$ cat src/rtl/nonrestoring_divider.sv
// Sequential radix-2 non-restoring integer divider. It produces one quotient bit per enabled cycle.
// Result timing is fixed: data_valid_o pulses DATA_WIDTH+1 enabled edges after a request is accepted.
module nonrestoring_divider #(
    parameter int DATA_WIDTH  = 32,
    parameter bit SIGNED_MODE = 1'b1
) (
    input  logic                  clk_i,
    input  logic                  rst_n_i,
    input  logic                  clk_en_i,
    input  logic [DATA_WIDTH-1:0] dividend_i,
    input  logic [DATA_WIDTH-1:0] divisor_i,
    input  logic                  valid_entry_i,
    output logic [DATA_WIDTH-1:0] quotient_o,
    output logic [DATA_WIDTH-1:0] remainder_o,
    output logic                  divide_by_zero_o,
    output logic                  data_valid_o,
    output logic                  busy_o,
    output logic [1:0]            state_o
);

    // Handshake: a request is taken on an enabled posedge where valid_entry_i=1 and the FSM is IDLE.
    // busy_o is high from the accept edge until the result edge. data_valid_o then pulses for
    // one enabled cycle. Requests that arrive while busy are dropped.
    localparam int CW = (DATA_WIDTH > 1) ? $clog2(DATA_WIDTH) : 1;
    localparam logic [1:0] ST_IDLE   = 2'd0;
    localparam logic [1:0] ST_DIVIDE = 2'd1;
    localparam logic [1:0] ST_FINISH = 2'd2;
    localparam logic [CW-1:0] LAST_COUNT = CW'(DATA_WIDTH - 1);

    logic [1:0]            state_q;
    logic [CW-1:0]         count_q;
    logic [DATA_WIDTH:0]   p_q;
    logic [DATA_WIDTH-1:0] q_q;
    logic [DATA_WIDTH-1:0] d_q;
    logic [DATA_WIDTH-1:0] dividend_raw_q;
    logic                  neg_q_q;
    logic                  neg_r_q;
    logic                  zero_q;

    logic                  dividend_neg;
    logic                  divisor_neg;
    logic [DATA_WIDTH-1:0] dividend_mag;
    logic [DATA_WIDTH-1:0] divisor_mag;
    logic [DATA_WIDTH:0]   d_ext;
    logic [DATA_WIDTH:0]   p_shift;
    logic [DATA_WIDTH:0]   p_next;
    logic [DATA_WIDTH:0]   rem_fix;
    logic [DATA_WIDTH-1:0] quot_res;
    logic [DATA_WIDTH-1:0] rem_res;

    always_comb begin
        dividend_neg = SIGNED_MODE && dividend_i[DATA_WIDTH-1];
        divisor_neg  = SIGNED_MODE && divisor_i[DATA_WIDTH-1];
        // The magnitude of MIN is held as an unsigned DATA_WIDTH-bit value, so negation is exact.
        dividend_mag = dividend_neg ? -dividend_i : dividend_i;
        divisor_mag  = divisor_neg  ? -divisor_i  : divisor_i;

        d_ext   = {1'b0, d_q};
        p_shift = {p_q[DATA_WIDTH-1:0], q_q[DATA_WIDTH-1]};
        p_next  = p_q[DATA_WIDTH] ? (p_shift + d_ext) : (p_shift - d_ext);

        rem_fix  = p_q[DATA_WIDTH] ? (p_q + d_ext) : p_q;
        quot_res = neg_q_q ? -q_q : q_q;
        rem_res  = neg_r_q ? -rem_fix[DATA_WIDTH-1:0] : rem_fix[DATA_WIDTH-1:0];
        if (zero_q) begin
            quot_res = '1;
            rem_res  = dividend_raw_q;
        end
    end

    always_ff @(posedge clk_i or negedge rst_n_i) begin
        if (!rst_n_i) begin
            state_q          <= ST_IDLE;
            count_q          <= '0;
            p_q              <= '0;
            q_q              <= '0;
            d_q              <= '0;
            dividend_raw_q   <= '0;
            neg_q_q          <= 1'b0;
            neg_r_q          <= 1'b0;
            zero_q           <= 1'b0;
            quotient_o       <= '0;
            remainder_o      <= '0;
            divide_by_zero_o <= 1'b0;
            data_valid_o     <= 1'b0;
        end else if (clk_en_i) begin
            data_valid_o <= 1'b0;
            case (state_q)
                ST_IDLE: begin
                    if (valid_entry_i) begin
                        state_q        <= ST_DIVIDE;
                        count_q        <= '0;
                        p_q            <= '0;
                        q_q            <= dividend_mag;
                        d_q            <= divisor_mag;
                        dividend_raw_q <= dividend_i;
                        neg_q_q        <= dividend_neg ^ divisor_neg;
                        neg_r_q        <= dividend_neg;
                        zero_q         <= (divisor_i == '0);
                    end
                end
                ST_DIVIDE: begin
                    p_q     <= p_next;
                    q_q     <= {q_q[DATA_WIDTH-2:0], ~p_next[DATA_WIDTH]};
                    count_q <= count_q + 1'b1;
                    if (count_q == LAST_COUNT) begin
                        state_q <= ST_FINISH;
                    end
                end
                ST_FINISH: begin
                    quotient_o       <= quot_res;
                    remainder_o      <= rem_res;
                    divide_by_zero_o <= zero_q;
                    data_valid_o     <= 1'b1;
                    state_q          <= ST_IDLE;
                end
                default: state_q <= ST_IDLE;
            endcase
        end
    end

    assign busy_o  = (state_q != ST_IDLE);
    assign state_o = state_q;

endmodule
$ cat config.mk
export PLATFORM = sky130hd
export DESIGN_NAME = nonrestoring_divider
export DESIGN_NICKNAME = d
export VERILOG_FILES = /design/src/rtl/nonrestoring_divider.sv
export SDC_FILE = /design/constraint.sdc
export NUM_CORES = 1
export LEC_CHECK = 0
export CORE_MARGIN = 3
export CORE_UTILIZATION = 53
export DETAILED_ROUTE_END_ITERATION = 8
export PLACE_DENSITY = 0.8
export SETUP_SLACK_MARGIN = 0.15
export SYNTH_ARGS = -nofsm -noshare
export SYNTH_HDL_FRONTEND = slang
export SYNTH_SLANG_ARGS = --single-unit
$ cat constraint.sdc
create_clock -name clk_i -period 5.8 [get_ports clk_i]
set_input_delay 1.74 -clock clk_i [delete_from_list [all_inputs] [get_ports clk_i]]
set_output_delay 1.74 -clock clk_i [all_outputs]
set_load 0.1 [all_outputs]
==> results.sh, run 1 <==
export IMPL_status="completed"
export IMPL_syn_num_nets=1931
export IMPL_place_port_buffers=136
export IMPL_floorplan_row_count=60
export IMPL_global_route_wire_length_before_repair_mm=68.6
export IMPL_worst_pin_slew_ns=1.07
export IMPL_path_clk_slew_ns=0.06
export IMPL_synth_warning_count=0
export IMPL_num_vias=13900
export IMPL_finalHoldViolCount=0
export IMPL_critPathLaunchType="register"
export IMPL_layout_common_cells="sky130_fd_sc_hd__nand2_1, sky130_fd_sc_hd__dfrtp_1, sky130_fd_sc_hd__o21ai_0"
export IMPL_max_cap_viol_count=0
export IMPL_synth_cells=1791
export IMPL_avgViaCountPerCell=6.12
export IMPL_critPathCaptureType="register"
export IMPL_drt_drc_violations_left=0
export IMPL_cts_root_buf="sky130_fd_sc_hd__clkbuf_16"
export IMPL_post_synth_instance_area_um2=14900
export IMPL_final_layout_size_suffix_gt1_share_pct=5.90
export IMPL_yosys_most_used_dff="sky130_fd_sc_hd__dfrtp_1"
export IMPL_final_instance_count_excl_fill=2271
export IMPL_antenna_violating_nets_post_route=0
export IMPL_layout_worst_path_cycle_share_pct=88.2
export IMPL_layout_skew_ns=0.0100
export IMPL_number_of_detailed_routing_iterations_run_before_antenna_repair=6
export IMPL_routed_wl_met3_mm=3.30
export IMPL_n_antenna_cell=0
export IMPL_place_detailed_hpwl_mm=31.7
export IMPL_grt_total_usage_pct=27.4
export IMPL_timing_critical_path_fanout_max=5
export IMPL_hp_class="register to register"
export IMPL_synth_seq_cells=204
export IMPL_comb_power_share_pct=57.4
export IMPL_grt_max_degree=145
export IMPL_grt_pass1_vias=13200
export IMPL_fin_area_um2=17400
export IMPL_grt_setup_unrepaired="no"
export IMPL_critical_path_most_common_cell="sky130_fd_sc_hd__a21o_1"
export IMPL_die_width_um=174
export IMPL_routed_wire_length_per_instance_um=18.7
export IMPL_gr_overflow_total=0
export IMPL_critical_path_cell_chain="nor3_1 -> nand2_1 -> or3_1 -> nor4b_1 -> and2_1 -> nor2b_1 -> a21oi_1 -> xor2_1 -> ha_1 -> a21o_1 -> a21o_1 -> a21o_1 -> a32o_1 -> a311oi_1 -> a21oi_1 -> xnor2_1 -> a221oi_1"
export IMPL_worst_setup_path_type="register to register"
export IMPL_floorplan_initialDensity_pct=54.6
export IMPL_pre_cts_slack_ns=0.255
export IMPL_dieArea_um2=30100
export IMPL_proportion_of_power_drawn_by_flip_flops_and_latches_pct=24.6
export IMPL_power_density_nw_per_um2=510
export IMPL_layout_nets=2021
export IMPL_cts_repair_resized=0
export IMPL_switchingPower_mw=4.08
export IMPL_required_ns=6.23
export IMPL_globalplace_congestion=0.932
export IMPL_met1_length_mm=18.7
export IMPL_fmaxAchievable_mhz=196
export IMPL_io_pins=137
export IMPL_average_cell_area_after_synthesis_um2=8.31
export IMPL_timing_critical_path_arrival_ns=5.54
export IMPL_placement_cell_area_um2=16500
export IMPL_clock_power_share_pct=18.0
export IMPL_die_height_um=174
export IMPL_postSynth_asyncResetShare_pct=100
export IMPL_total_leakage_power_nw=7.66
export IMPL_period_needed_ns=5.11
export IMPL_synth_edff_count=0
export IMPL_clock_insertion_delay_worst_skew_ns=0.53
export IMPL_floorplan_core_area_um2=27300
export IMPL_drt_iter0_drc=1080
export IMPL_synth_sequential_area_ratio_pct=34.3
export IMPL_critical_path_slowest_cell="sky130_fd_sc_hd__nor4b_1"
export IMPL_post_synth_num_cell_types=83
export IMPL_setup_slack_ns=0.686
export IMPL_tritoncts_num_buffers=25
export IMPL_relSlewSlack_pct=28.3
export IMPL_cts_post_setup_buffers_inserted=0
export IMPL_drt_total_wl_mm=42.6
export IMPL_layout_commonest_cell="sky130_fd_sc_hd__nand2_1"
export IMPL_ctsHoldBuffers=0
export IMPL_numClockSinks=204
export IMPL_max_vdd_ir_drop_mv=0.274
export IMPL_wl_met2_mm=19.3
export IMPL_finalSetupViolCount=0
export IMPL_slew_violations=0
export IMPL_cp_slowest_stage_delay_ns=0.55
export IMPL_grt_antenna_before_repair=1
export IMPL_internal_power_mw=4.78
export IMPL_setup_tns_ns=0
export IMPL_placed_cells=2226
export IMPL_area_delta_synth_final_pct=16.7
export IMPL_clockBufferDepth=3
export IMPL_tritoncts="done"
export IMPL_highest_layer="met5"
export IMPL_netSwitchingFraction_pct=46.0
export IMPL_htree_levels=1
## worst max-delay path, delay by kind of cell, from the launching register on
| family | cells | cell delay, ns |
|---|---|---|
| AO/OA/AOI/OAI | 8 | 1.84 |
| XOR/XNOR | 2 | 0.34 |
| adder cells (fa/ha/maj) | 1 | 0.35 |
| flip-flops | 1 | 0.42 |
| AND/OR/NAND/NOR | 6 | 2.05 |
## logic make-up (layout without fill, tap and decap cells)
family                   count (synthesis)  after routing  share of synthesized area, %
AND/OR/NAND/NOR                        608            608                          19.3
multiplexers                            24             24                          1.74
AO/OA/AOI/OAI                          572            572                          24.0
buffers and inverters                  121            229                          3.30
flip-flops                             204            204                          34.3
adder cells (fa/ha/maj)                 72             72                          6.15
XOR/XNOR                               190            190                          11.2
## metrics by stage
stage          hold WS [ns]  utilization (%)  power (mW)
6_report              0.474             63.7        8.85
5_1_grt               0.499             63.7        9.55
2_1_floorplan         0.437                -        5.95
3_5_place_dp          0.456             60.6        7.15
4_1_cts               0.475             63.7        8.78
3_3_place_gp          0.454             60.6        7.01
## path summary, 6_finish.rpt
| check | start | to | slack (ns) | cells after the start |
|---|---|---|---|---|
| worst max register to register | d_q[9]$_DFFE_PN0P_ | q_q[0]$_DFFE_PN0P_ | 0.69 | 17 |
| min in group asynchronous | rst_n_i | remainder_o[14]$_DFFE_PN0P_ | 1.19 | 1 |
| max in group asynchronous | rst_n_i | quotient_o[29]$_DFFE_PN0P_ | 3.48 | 2 |
| worst min-delay path | dividend_raw_q[27]$_DFFE_PN0P_ | dividend_raw_q[27]$_DFFE_PN0P_ | 0.47 | 2 |
| worst min register to register | dividend_raw_q[27]$_DFFE_PN0P_ | dividend_raw_q[27]$_DFFE_PN0P_ | 0.47 | 2 |
| worst max-delay path | d_q[9]$_DFFE_PN0P_ | q_q[0]$_DFFE_PN0P_ | 0.69 | 17 |
## Yosys cell counts, drive strengths merged, types with 15 or more instances
cell type	instances	share of area, %
o21a	16	0.81
nand2	268	6.8
a21oi	164	5.6
a211oi	15	0.82
ha	70	5.9
a22oi	20	1.0
xnor2	50	2.9
nor2	127	3.2
dfrtp	204	34
clkbuf	77	2.0
nand3	21	0.71
a21o	37	1.9
nor2b	15	0.63
mux2i	19	1.4
and3	20	0.84
o21ai	186	6.3
nor3	36	1.2
o31ai	32	1.7
or3	30	1.4
inv	30	0.76
xor2	140	8.2
nand2b	16	0.67
or4	24	1.4
o41ai	20	1.4
## state kept, by name, indices dropped and copies added (netlist names), 2 cells and up
signal          flops
d_q                32
state_o             2
count_q             5
q_q                32
dividend_raw_q     32
quotient_o         32
remainder_o        32
p_q                33
## final cells by class
| class | count | area (um^2) |
|---|---|---|
| fillers | 2335 | 9890 |
| multi-input cells | 1466 | 9310 |
| flip-flops and latches | 204 | 5110 |
| repair buffers | 153 | 1520 |
| clock buffers | 34 | 719 |
| well taps | 372 | 465 |
| clock inverters | 11 | 126 |
| inverters | 31 | 116 |
## metal layers
layer	track usage [%]	vias up
met5	0	-
met4	7.67	2
met3	4.12	89
met2	44.1	524
met1	38.6	6675
li1	-	6614
## power by group through the flow
| stage | Clock, mW | Combinational [mW] | Sequential [mW] |
|---|---|---|---|
| 2_1_floorplan | 0 | 3.92 | 2.02 |
| 3_3_place_gp | 0 | 4.84 | 2.17 |
| 3_5_place_dp | 0 | 4.97 | 2.18 |
| 4_1_cts | 1.61 | 5.01 | 2.16 |
| 5_1_grt | 1.68 | 5.66 | 2.21 |
| 6_report | 1.60 | 5.08 | 2.18 |
No activity file was read; power rests on OpenSTA's default activity.
==> inputs of run 2 (changes only) <==
--- a/config.mk
+++ b/config.mk
@@ -8,7 +8,7 @@
 export CORE_MARGIN = 3
 export CORE_UTILIZATION = 53
 export DETAILED_ROUTE_END_ITERATION = 8
-export PLACE_DENSITY = 0.8
+export PLACE_DENSITY = 0.77
 export SETUP_SLACK_MARGIN = 0.15
 export SYNTH_ARGS = -nofsm -noshare
 export SYNTH_HDL_FRONTEND = slang
==> run 2 against run 1 <==
Design area down 0.35%. Die area stayed put. Largest power group unchanged. First-iteration DRC count grew 18%. Highest routed layer is now met4. Worst hold slack gained 0.0043 ns. Worst setup slack improved by 0.013 ns. Sequential share of layout area up 0.10 points. Clock skew increased by 0.0018 ns. Sequential power hardly changed. Via count barely moved. Global-route usage rose by 0.16 points. Combinational power about the same.
==> results.sh, run 2 (same netlist as run 1, synthesis figures left out) <==
export IMPL_status="completed"
export IMPL_die_height_um=174
export IMPL_globalplace_congestion=0.921
export IMPL_path_clk_slew_ns=0.06
export IMPL_area_delta_synth_final_pct=16.3
export IMPL_required_ns=6.23
export IMPL_reg2regPathDepth=17
export IMPL_grt_antenna_before_repair=0
export IMPL_number_of_detailed_routing_iterations_run_before_antenna_repair=6
export IMPL_finalCoreUtilization_pct=63.5
export IMPL_die_width_um=174
export IMPL_place_port_buffers=136
export IMPL_critPathLaunchType="register"
export IMPL_pre_cts_slack_ns=0.283
export IMPL_timing_critical_path_fanout_max=5
export IMPL_floorplan_initialDensity_pct=54.6
export IMPL_clock_insertion_delay_worst_skew_ns=0.54
export IMPL_proportion_of_power_drawn_by_flip_flops_and_latches_pct=24.9
export IMPL_netSwitchingFraction_pct=46.4
export IMPL_cp_slowest_stage_delay_ns=0.58
export IMPL_avgViaCountPerCell=6.13
export IMPL_relSlewSlack_pct=28.7
export IMPL_critical_path_most_common_cell="sky130_fd_sc_hd__a21o_1"
export IMPL_htree_levels=1
export IMPL_cts_post_setup_buffers_inserted=0
export IMPL_gr_overflow_total=0
export IMPL_final_layout_size_suffix_gt1_share_pct=5.85
export IMPL_crit_path_max_delay_family="simple AND/OR/NAND/NOR gates"
export IMPL_cts_repair_resized=0
export IMPL_critPathCaptureType="register"
export IMPL_global_route_wire_length_before_repair_mm=69.0
export IMPL_ctsHoldBuffers=0
export IMPL_timing_hold_worst_path_depth=2
export IMPL_tritoncts_num_buffers=25
export IMPL_layout_nets=2025
export IMPL_grt_setup_unrepaired="no"
export IMPL_period_needed_ns=5.10
export IMPL_setup_tns_ns=0
export IMPL_num_vias=13900
export IMPL_fmaxAchievable_mhz=196
export IMPL_drt_drc_violations_left=0
export IMPL_numClockSinks=204
export IMPL_hp_class="register to register"
export IMPL_setup_slack_ns=0.699
export IMPL_fill_cells=2308
export IMPL_clock_power_share_pct=17.3
export IMPL_layout_commonest_cell="sky130_fd_sc_hd__nand2_1"
export IMPL_clockBufferDepth=3
export IMPL_power_density_nw_per_um2=506
export IMPL_slew_violations=0
export IMPL_cts_root_buf="sky130_fd_sc_hd__clkbuf_16"
export IMPL_worstPathBufferInverterCount=0
export IMPL_switchingPower_mw=4.06
export IMPL_tritoncts="done"
export IMPL_largest_register_ffs=33
export IMPL_floorplan_core_area_um2=27300
export IMPL_internal_power_mw=4.70
export IMPL_critical_path_slowest_cell="sky130_fd_sc_hd__nor4b_1"
export IMPL_antenna_violating_nets_post_route=0
export IMPL_critical_path_cell_chain="nor3_1 -> nand2_1 -> or3_1 -> nor4b_1 -> and2_1 -> nor2b_1 -> a21oi_1 -> xor2_1 -> ha_1 -> a21o_1 -> a21o_1 -> a21o_1 -> a32o_1 -> a311oi_1 -> a21oi_1 -> xnor2_1 -> a221oi_1"
export IMPL_grt_pass1_vias=13100
export IMPL_post_layout_total_power_mw=8.76
export IMPL_floorplan_row_count=60
export IMPL_finalHoldViolCount=0
export IMPL_worst_setup_path_type="register to register"
export IMPL_drt_iter0_drc=1276
export IMPL_finalSetupViolCount=0
export IMPL_timing_critical_path_depth=17
export IMPL_layout_skew_ns=0.0118
export IMPL_place_detailed_hpwl_mm=32.2
export IMPL_routed_wire_length_per_instance_um=18.9
export IMPL_placement_cell_area_um2=16500
export IMPL_worst_pin_slew_ns=1.07
export IMPL_n_antenna_cell=0
export IMPL_largest_register="p_q"
export IMPL_max_cap_viol_count=0
export IMPL_grt_total_usage_pct=27.6
export IMPL_fin_area_um2=17300
export IMPL_layout_worst_path_cycle_share_pct=87.9
export IMPL_total_leakage_power_nw=7.64
export IMPL_io_pins=137
export IMPL_dieArea_um2=30100
export IMPL_comb_power_share_pct=57.8
export IMPL_layout_common_cells="sky130_fd_sc_hd__nand2_1, sky130_fd_sc_hd__dfrtp_1, sky130_fd_sc_hd__o21ai_0"
export IMPL_timing_critical_path_arrival_ns=5.53
export IMPL_drt_total_wl_mm=42.9
export IMPL_grt_max_degree=99
export IMPL_max_vdd_ir_drop_mv=0.303
run 2: cell types whose count changed in the layout (fill, tap and decap cells not counted), moves of 2 or more:
cell,change
sky130_fd_sc_hd__clkinv_2,+2
sky130_fd_sc_hd__buf_12,-2
sky130_fd_sc_hd__buf_4,+6
sky130_fd_sc_hd__clkbuf_8,-2
sky130_fd_sc_hd__clkinv_4,-2
sky130_fd_sc_hd__clkinvlp_4,-2
run 2: power groups by stage:
stage                     logic, mW  clock network (mW)  registers (mW)
after floorplan                3.92                   0            2.02
after global placement         4.84                   0            2.18
after detailed placement       4.96                   0            2.19
after CTS                      5.00                1.52            2.17
after global routing           5.61                1.58            2.23
final                          5.07                1.51            2.18
run 2: path summary, 6_finish.rpt:
kind | slack (ns) | start | endpoint
max in group asynchronous | 3.54 | rst_n_i | zero_q$_DFFE_PN0P_
worst max-delay path | 0.70 | d_q[9]$_DFFE_PN0P_ | q_q[0]$_DFFE_PN0P_
min in group asynchronous | 1.30 | rst_n_i | divide_by_zero_o$_DFFE_PN0P_
worst min-delay path | 0.48 | dividend_raw_q[26]$_DFFE_PN0P_ | dividend_raw_q[26]$_DFFE_PN0P_
worst max register to register | 0.70 | d_q[9]$_DFFE_PN0P_ | q_q[0]$_DFFE_PN0P_
worst min register to register | 0.48 | dividend_raw_q[26]$_DFFE_PN0P_ | dividend_raw_q[26]$_DFFE_PN0P_
run 2: layout make-up:
class | count | area [um^2] | area share, %
Clock buffer | 33 | 696 | 4.02
Clock inverter | 8 | 85.1 | 0.492
Inverter | 31 | 116 | 0.673
Multi-Input combinational cell | 1466 | 9310 | 53.8
Sequential cell | 204 | 5110 | 29.5
Tap cell | 372 | 465 | 2.69
Timing Repair Buffer | 157 | 1520 | 8.80
run 2: worst min-delay path, delay by kind of cell (launching register included):
kind             cells  cell delay (ns)
flip-flops           1             0.34
AND/OR/NAND/NOR      2             0.10
run 2: routing by layer:
layer  track usage (%)  wire [um]
met1              39.8      19300
met4              6.99       1040
met3              4.14       3250
met2              43.6      19300
met5                 0          0
run 2: through the flow:
step           instances  hold slack [ns]
2_1_floorplan       1791            0.437
3_3_place_gp        2230            0.454
3_5_place_dp        2230            0.470
4_1_cts             2271            0.483
5_1_grt             2271            0.509
6_report            2271            0.478
